### src/rtl/accel_spi_reader.sv
// SPI mode-3 master that powers up an ADXL345, then polls X/Y and saturates them to signed 8 bits.
// Optional output deadzone is compiled in when ACCEL_DEADZONE_EN is defined.
module accel_spi_reader #(
    parameter int CLK_DIV     = 4,
    parameter int POLL_PERIOD = 100000,
    parameter int SHIFT       = 2,
    parameter int DEADZONE    = 2
) (
    input  logic       clk,
    input  logic       rst,
    input  logic       i_spi_miso,
    output logic       o_spi_sclk,
    output logic       o_spi_cs_n,
    output logic       o_spi_mosi,
    output logic [7:0] o_accel_x,
    output logic [7:0] o_accel_y,
    output logic       o_valid,
    output logic       o_busy
);
    localparam int DW = $clog2(CLK_DIV + 1);
    localparam int GW = $clog2(2 * CLK_DIV + 1);
    localparam int PW = $clog2(POLL_PERIOD + 1);
    localparam logic [DW-1:0] DIV_LAST  = DW'(CLK_DIV - 1);
    localparam logic [GW-1:0] GAP_LAST  = GW'(2 * CLK_DIV - 1);
    localparam logic [PW-1:0] POLL_LAST = PW'(POLL_PERIOD - 1);

    typedef enum logic [2:0] {S_INIT, S_INIT_GAP, S_IDLE, S_READ, S_UPDATE} state_t;

    state_t        state_r, next_state_s;
    logic [DW-1:0] div_cnt_r;
    logic [6:0]    half_r;      // 0 = CS setup, odd = SCLK low, even = SCLK high
    logic [GW-1:0] gap_cnt_r;
    logic [PW-1:0] poll_cnt_r;
    logic [31:0]   rx_r;
    logic          xfer_s, xfer_done_s, gap_ok_s, poll_due_s;
    logic          sclk_s, cs_n_s, mosi_s, sample_s;
    logic [6:0]    last_half_s;
    logic [5:0]    bit_idx_s;
    logic [39:0]   tx_word_s;

    function automatic logic [7:0] to_accel(input logic [15:0] raw);
        logic signed [15:0] s;
        logic [7:0]         v;
        int                 vi;
        s = $signed(raw) >>> SHIFT;
        if (s > 16'sd127) begin
            v = 8'h7F;
        end else if (s < -16'sd128) begin
            v = 8'h80;
        end else begin
            v = s[7:0];
        end
`ifdef ACCEL_DEADZONE_EN
        vi = int'($signed(v));
        if (vi >= -DEADZONE && vi <= DEADZONE) begin
            v = 8'h00;
        end else begin
            v = v;
        end
`else
        vi = 0;
`endif
        return v;
    endfunction

    assign xfer_s      = (state_r == S_INIT) || (state_r == S_READ);
    assign last_half_s = (state_r == S_READ) ? 7'd80 : 7'd32;
    assign xfer_done_s = xfer_s && (div_cnt_r == DIV_LAST) && (half_r == last_half_s);
    assign gap_ok_s    = (gap_cnt_r >= GAP_LAST);
    assign poll_due_s  = (poll_cnt_r >= POLL_LAST);

    // State register
    always_ff @(posedge clk) begin
        if (rst) begin
            state_r <= S_INIT;
        end else begin
            state_r <= next_state_s;
        end
    end

    // Next-state logic
    always_comb begin
        next_state_s = state_r;
        case (state_r)
            S_INIT:     if (xfer_done_s) next_state_s = S_INIT_GAP; else next_state_s = S_INIT;
            S_INIT_GAP: if (gap_ok_s) next_state_s = S_READ; else next_state_s = S_INIT_GAP;
            S_IDLE:     if (gap_ok_s && poll_due_s) next_state_s = S_READ; else next_state_s = S_IDLE;
            S_READ:     if (xfer_done_s) next_state_s = S_UPDATE; else next_state_s = S_READ;
            S_UPDATE:   next_state_s = S_IDLE;
            default:    next_state_s = S_INIT;
        endcase
    end

    // Pin values for the next cycle; every pin lags the state by one register stage
    always_comb begin
        tx_word_s = (state_r == S_READ) ? {8'hF2, 32'h0000_0000} : {8'h2D, 8'h08, 24'h00_0000};
        bit_idx_s = 6'((half_r - 7'd1) >> 1);
        cs_n_s    = ~xfer_s;
        sclk_s    = ~(xfer_s && half_r[0]);
        if (xfer_s && (half_r != 7'd0)) begin
            mosi_s = tx_word_s[6'd39 - bit_idx_s];
        end else begin
            mosi_s = 1'b0;
        end
        sample_s = (state_r == S_READ) && (half_r != 7'd0) && !half_r[0] && (div_cnt_r == '0);
    end

    // SCLK half-period timing within a transfer
    always_ff @(posedge clk) begin
        if (rst || !xfer_s || (next_state_s != state_r)) begin
            div_cnt_r <= '0;
            half_r    <= 7'd0;
        end else if (div_cnt_r == DIV_LAST) begin
            div_cnt_r <= '0;
            half_r    <= half_r + 7'd1;
        end else begin
            div_cnt_r <= div_cnt_r + DW'(1);
            half_r    <= half_r;
        end
    end

    // CS-high gap and start-to-start poll counters (both saturate, so no ticks queue up)
    always_ff @(posedge clk) begin
        if (rst || xfer_s) begin
            gap_cnt_r <= '0;
        end else if (!gap_ok_s) begin
            gap_cnt_r <= gap_cnt_r + GW'(1);
        end else begin
            gap_cnt_r <= gap_cnt_r;
        end
        if (rst || ((next_state_s == S_READ) && (state_r != S_READ))) begin
            poll_cnt_r <= '0;
        end else if (!poll_due_s) begin
            poll_cnt_r <= poll_cnt_r + PW'(1);
        end else begin
            poll_cnt_r <= poll_cnt_r;
        end
    end

    // MISO capture on SCLK rising edges; the command byte falls off the top
    always_ff @(posedge clk) begin
        if (rst) begin
            rx_r <= 32'h0000_0000;
        end else if (sample_s) begin
            rx_r <= {rx_r[30:0], i_spi_miso};
        end else begin
            rx_r <= rx_r;
        end
    end

    // Registered outputs
    always_ff @(posedge clk) begin
        if (rst) begin
            o_spi_sclk <= 1'b1;
            o_spi_cs_n <= 1'b1;
            o_spi_mosi <= 1'b0;
            o_busy     <= 1'b0;
            o_valid    <= 1'b0;
            o_accel_x  <= 8'h00;
            o_accel_y  <= 8'h00;
        end else begin
            o_spi_sclk <= sclk_s;
            o_spi_cs_n <= cs_n_s;
            o_spi_mosi <= mosi_s;
            o_busy     <= ~cs_n_s;
            o_valid    <= (state_r == S_UPDATE);
            if (state_r == S_UPDATE) begin
                o_accel_x <= to_accel({rx_r[23:16], rx_r[31:24]});
                o_accel_y <= to_accel({rx_r[7:0], rx_r[15:8]});
            end else begin
                o_accel_x <= o_accel_x;
                o_accel_y <= o_accel_y;
            end
        end
    end

endmodule

### config.mk
export PLATFORM = sky130hd
export DESIGN_NAME = accel_spi_reader
export DESIGN_NICKNAME = d
export VERILOG_FILES = /design/src/rtl/accel_spi_reader.sv
export SDC_FILE = /design/constraint.sdc
export NUM_CORES = 1
export LEC_CHECK = 0
export ABC_CLOCK_PERIOD_IN_PS = 5100
export BUFFER_PORTS_ARGS = -buffer_cell sky130_fd_sc_hd__buf_2
export CAP_MARGIN = 0
export CORE_ASPECT_RATIO = 0.5
export CORE_MARGIN = 4
export CORE_UTILIZATION = 45
export DETAILED_ROUTE_END_ITERATION = 6
export PLACE_DENSITY_LB_ADDON = 0.15
export SLEW_MARGIN = 20
export SYNTH_ARGS = -nofsm -noshare
export SYNTH_HDL_FRONTEND = slang
export SYNTH_SLANG_ARGS = --single-unit
### constraint.sdc
create_clock -name clk -period 5.1 [get_ports clk]
set_input_delay 1.02 -clock clk [delete_from_list [all_inputs] [get_ports clk]]
set_output_delay 1.02 -clock clk [all_outputs]
set_load 0.05 [all_outputs]
==> Word-level counts from Yosys, hierarchy flattened <==
Index checks and enable logic that the tools add are counted.
{ "word_totals": {"output_inout_bits": 21, "register_bits": 87} }
{ "op_classes": {"n_eq_ne": 9, "addsub": 6, "reduce_logical": 21, "bitwise": 3, "muxes": 13, "n_lt_le_gt_ge": 7} }
{ "ops": {"columns": ["op", "n"], "rows": [
  ["40-bit two-way mux", 1],
  ["8-bit two-way mux", 4],
  ["14-bit by 8-bit > comparator with 1-bit output (second input constant)", 2],
  ["14-bit by 8-bit less-than comparator with 1-bit output (second input constant)", 2],
  ["17-bit by 1-bit adder with 17-bit output (second input constant)", 1],
  ["17-bit greater-or-equal comparator (second input constant)", 1],
  ["3-bit case mux with 5 select lines", 1],
  ["3-bit by 2-bit equality test with 1-bit output (second input constant)", 4],
  ["1-bit logical AND", 9],
  ["7-bit by 1-bit adder with 7-bit output (second input constant)", 1],
  ["7-bit equality test", 1],
  ["6-bit by 7-bit less-than comparator with 1-bit output (second input constant)", 1],
  ["7-bit two-way mux", 1],
  ["7-bit nonzero test", 1],
  ["7-bit by 1-bit subtractor with 7-bit output (second input constant)", 1],
  ["1-bit binary-select mux with 6-bit select", 1],
  ["3-bit zero test", 2],
  ["6-bit subtractor (first input constant)", 1],
  ["1-bit logical OR", 5],
  ["4-bit by 1-bit adder with 4-bit output (second input constant)", 1],
  ["4-bit by 3-bit greater-or-equal comparator with 1-bit output (second input constant)", 1],
  ["2-bit OR reduction", 2],
  ["3-bit by 1-bit adder with 3-bit output (second input constant)", 1],
  ["3-bit by 1-bit equality test with 1-bit output (second input constant)", 1],
  ["other kinds (8)", 13]
]} }

==> Longest topological paths before layout <==
{ "logic_depth": {"word_depth": 9, "mapped_depth": 10} }

==> Worst setup path before layout <==
No wires, ideal clock.
{ "synth_path": {"path_type": "flip-flop to flip-flop", "start": "register half_r[0]", "end": "register o_spi_mosi", "setup_slack_ns": 3.090, "setup_ns": 0.065, "synth_period_minus_slack_ns": 2.010, "path_stages_with_launch": 11, "t_arrival_ns": 1.946, "cell_sequence": "dfxtp_1 > inv_1 > ha_1 > nor3b_1 > xnor2_1 > ha_1 > xnor2_1 > nand2_1 > nor3_1 > a31oi_1 > nor2_1"} }
{ "synth_between": {"elab_chain_len": 4, "word_cells_on_any_way": 8, "classes_between": "add/sub: 2; mux: 2; bitwise: 1; reduce/logical: 3"} }
{ "synth_rtl": {"columns": ["element", "line", "text"], "rows": [
  ["start: declaration", "31", "logic [6:0] half_r;"],
  ["start signal: assignment", "115", "half_r <= half_r + 7'd1;"],
  ["start signal: assignment", "118", "half_r <= half_r;"],
  ["7-bit by 1-bit subtractor with 7-bit output / 7-bit nonzero test (equally long branches)", "97, 100", null],
  ["6-bit subtractor / 1-bit logical AND (equally long branches)", "101, 100", null],
  ["1-bit binary-select mux with 6-bit select / 1-bit NOT (equally long branches)", null, null],
  ["1-bit two-way mux (not written as such) / 2-bit OR reduction (equally long branches)", null, null],
  ["end signal: assignment", "164", "o_spi_mosi <= mosi_s;"],
  ["end: declaration", "14", "output logic o_spi_mosi,"]
]} }
Several ways; a longest one is shown, not always the timed one. The select of a mux whose other input is x is not followed.
A chain may end at the register's enable or synchronous reset.

==> Final worst setup path <==
{ "layout_path": {"start": "input rst", "end": "register poll_cnt_r[6]"} }
{ "layout_between": {"elab_chain_len": 1} }
{ "layout_rtl": {"columns": ["element", "line", "text"], "rows": [
  ["start: declaration", "10", "input logic rst,"],
  ["1-bit logical OR", "131", "if (rst || ((next_state_s == S_READ) && (state_r != S_READ))) begin"],
  ["end signal: assignment", "134", "poll_cnt_r <= poll_cnt_r + PW'(1);"],
  ["end signal: assignment", "136", "poll_cnt_r <= poll_cnt_r;"],
  ["end: declaration", "33", "logic [PW-1:0] poll_cnt_r;"]
]} }
No other way between the ends.

==> impl_metrics.csv <==
group,metric,value,unit
sta,period_needed,2.447,ns
sta,hold_viol,0,
logic_synthesis,ys_seq_area_share,45.88,%
clock_tree,cts_buffers,9,
drt,first_pass_iters,4,
clock_tree,cts_resized,0,
logic_synthesis,synthTopCellsByArea,"dfxtp_1 (46%), mux2i_1 (12%), nor2_1 (6.8%), a21oi_1 (3.6%), ha_1 (3.3%)",
worst_setup_path,regToRegSetupSlack,2.67,ns
layout,fillers,772,
sta,finalMaxSlewViolations,0,
logic_synthesis,synth.cell_area,3796,um2
logic_synthesis,synth_top_area_share,45.88,%
die,rows,23,
die,dieWidth,137.9,um
clock_tree,cts_setup_buffers,0,
layout,drive_gt1_share,12.05,%
sta,fmax,0.4086,GHz
drt,drc,0,
worst_setup_path,critPathKind,"input port to flop",
logic_synthesis,yosys_warnings,0,
logic_synthesis,netlist_instances,415,
worst_setup_path,startpoint_type,"input port",
global_routing,grt_overflow_total,0,
worst_setup_path,rr_worst_depth,6,
drt,ant_nets,0,
clock_tree,cts_htree_levels,3,
worst_setup_path,cp_max_fo,58,
sta,min_period_over_period,47.99,%
clock_tree,cts_tree,"built",
die,die_area,10060,um2
global_routing,grt_pass1_vias,2868,
logic_synthesis,synth_top_area_cell,"dfxtp_1",
drt,wl_per_cell,13.08,um
die,ioPinCount,24,
drt,drt_wl_total,7.221,mm
global_routing,grt_max_degree,59,
layout,antenna_cells,0,
logic_synthesis,synth.avg_cell_area,9.147,um2
drt,routed_via_density,5.301,
logic_synthesis,synthDistinctLibCells,48,
power_and_ir_drop,p_total,1334,uW
sta,rsz0062_at_grt,"no",
logic_synthesis,ys_seq_elements,87,
worst_setup_path,r2r-end,"poll_cnt_r[6]",
worst_setup_path,path_cells,"buf_2 > inv_1 > o21ai_1 > o21ba_2",
sta,slew-limit-headroom,31.16,%
worst_setup_path,critPathCapture,"poll_cnt_r[6]",
sta,fin_worst_skew,0.007181,ns
power_and_ir_drop,vdd_ir_drop_max,0.0002099,V
worst_setup_path,slowest_stage,"buf_2",
sta,setup_violations,0,
worst_setup_path,critPathLaunch,"rst",
clock_tree,clk_pin_slew,0.06,ns
placed_design,routabilityCongestion,0.8096,
global_routing,antenna_found_initial,0,
logic_synthesis,synthArstFlopShare,0,%
worst_setup_path,crit_arrival,2.67,ns
power_and_ir_drop,powerDensity,313.2,nW/um2
layout,area_delta_synth_final,12.16,%
min_path,hp-class,"flop to flop",
die,core_area,8115,um2
logic_synthesis,synth_nets,428,
layout,finalNetCount,448,
clock_tree,postCtsHoldBufs,0,
global_routing,gr-usage-all-layers,15.58,%
placed_design,dp_hpwl,5.093,mm
logic_synthesis,ys_dominant_reg_cell,"dfxtp_1",
worst_setup_path,crit_required,5.33,ns
clock_tree,clock-sinks,87,
clock_tree,root_buffer,"clkbuf_16",
placed_design,place_worst_setup_slack,2.235,ns
die,die_height,72.95,um
die,start_util,46.78,%
worst_setup_path,max_stage_delay,0.74,ns
clock_tree,clk_path_buf_depth,2,
drt,routed-via-count,2926,
logic_synthesis,synth_edf_count,0,
drt,drt_iter0_drc,99,
placed_design,port_buffers,23,
sta,worst_slack,2.653,ns
clock_tree,clk_latency,0.33,ns
outcome,status,"finished, final reports clean",
sta,final.setup.tns,0,ns
sta,worst-slew-pin-transition,1.033,ns
worst_setup_path,critPathCaptureType,"flop",
global_routing,grt_pass1_wl,12.58,mm
power_and_ir_drop,leakage,0.001531,uW
min_path,hold_depth,2,
worst_setup_path,r2r_start,"poll_cnt_r[0]",
job,cap_violations,0,
[synth_stat cells, types with 2 or more instances]
cell type and number:
buf_2 2, mux2i_1 45, xnor2_1 10, o31ai_1 3
nand2_1 33, dfxtp_1 87, and4_1 2, nor2_1 69
nor3_1 10, ha_1 10, a211oi_1 2, a31oi_1 4
nor4_1 9, buf_6 3, nand3_1 7, or3_1 4
xor2_1 7, nand4_1 7, clkbuf_1 11, nand2b_1 2
inv_1 15, a21oi_1 27, o21ai_0 18, nor3b_1 3
or4_1 2
[flip-flops by register name (all words and copies together), names as in the netlist]
register and count:
div_cnt_r 3, gap_cnt_r 4, half_r 7, o_accel_x 8
o_accel_y 8, o_busy 1, o_spi_cs_n 1, o_spi_mosi 1
o_spi_sclk 1, o_valid 1, poll_cnt_r 17, rx_r 32
state_r 3
[stage by stage]
stage / utilization [%] / cells / hold slack [ns] / instance area, um2
after global placement: 49.06 / 536 / 0.4354 / 3981
after global routing: 52.47 / 552 / 0.4795 / 4258
after detailed placement: 49.06 / 536 / 0.4477 / 3981
final: 52.47 / 552 / 0.4510 / 4258
after CTS: 52.47 / 552 / 0.4575 / 4258
after floorplan: - / 415 / 0.4270 / 3796
[final cells by class]
| cell class | count | area [um2] | share of cell area, % |
|---|---|---|---|
| Multi-Input combinational cell | 297 | 1913 | 44.93 |
| Sequential cell | 87 | 1742 | 40.91 |
| Clock buffer | 10 | 229.0 | 5.378 |
| Tap cell | 112 | 140.1 | 3.291 |
| Timing Repair Buffer | 25 | 130.1 | 3.056 |
| Inverter | 15 | 56.30 | 1.322 |
| Clock inverter | 6 | 47.55 | 1.117 |
[cell usage in the layout, fill, tap and decap left out, types with 2 or more instances in the layout]
master	n
nor3b_1	3
xor2_1	7
ha_1	10
inv_1	15
nand2_1	33
or3_1	4
buf_2	23
nor2_1	69
nor3_1	10
a21oi_1	27
or4_1	2
a211oi_1	2
clkinv_4	4
buf_4	2
xnor2_1	10
nand3_1	7
clkbuf_16	9
o21ai_0	17
nand4_1	7
a31oi_1	4
o21ai_1	2
nand2b_1	2
and4_1	2
dfxtp_1	87
mux2i_1	45
o31ai_1	3
nor4_1	9
[how the worst min path moves through the flow]
stage / from / to / slack, ns
after global placement: div_cnt_r[0] / div_cnt_r[0] / 0.44
after detailed placement: o_accel_x[3] / o_accel_x[3] / 0.45
final: o_accel_y[3] / o_accel_y[3] / 0.45
after floorplan: div_cnt_r[0] / div_cnt_r[0] / 0.43
after CTS: o_accel_y[3] / o_accel_y[3] / 0.46
after global routing: o_accel_x[4] / o_accel_x[4] / 0.48
[critical path: cells and delay by family]
| kind | cells | cell delay [ns] |
|---|---|---|
| AO/OA/AOI/OAI | 2 | 0.71 |
| buffers and inverters | 2 | 0.90 |
[metal layers]
metal / GRT usage, % / vias to the layer above / wire [um]
met2: 27.05 / 23 / 3477
li1: - / 1495 / -
met4: 4.600 / 0 / 46
met5: 0 / - / 0
met3: 5.303 / 4 / 207
met1: 18.49 / 1404 / 3489
[logic make-up after synthesis]
family,synth area share [%]
and+or+nand+nor,20.17
buffers and inverters,3.724
xor gates and xnor gates,3.922
AOI/OAI and AO/OA,10.84
adders and majority gates,3.296
muxes,12.16
DFF,45.88
[where the power goes]
part	internal, uW	switching (uW)	leakage [uW]	total [uW]
registers	686	5.99	0.000703	692
clock network	332	263	0.000133	595
logic	16.0	30.0	0.000696	46.0
total	1030	299	0.00153	1330
Note: power is estimated with default switching activity, not from simulation.
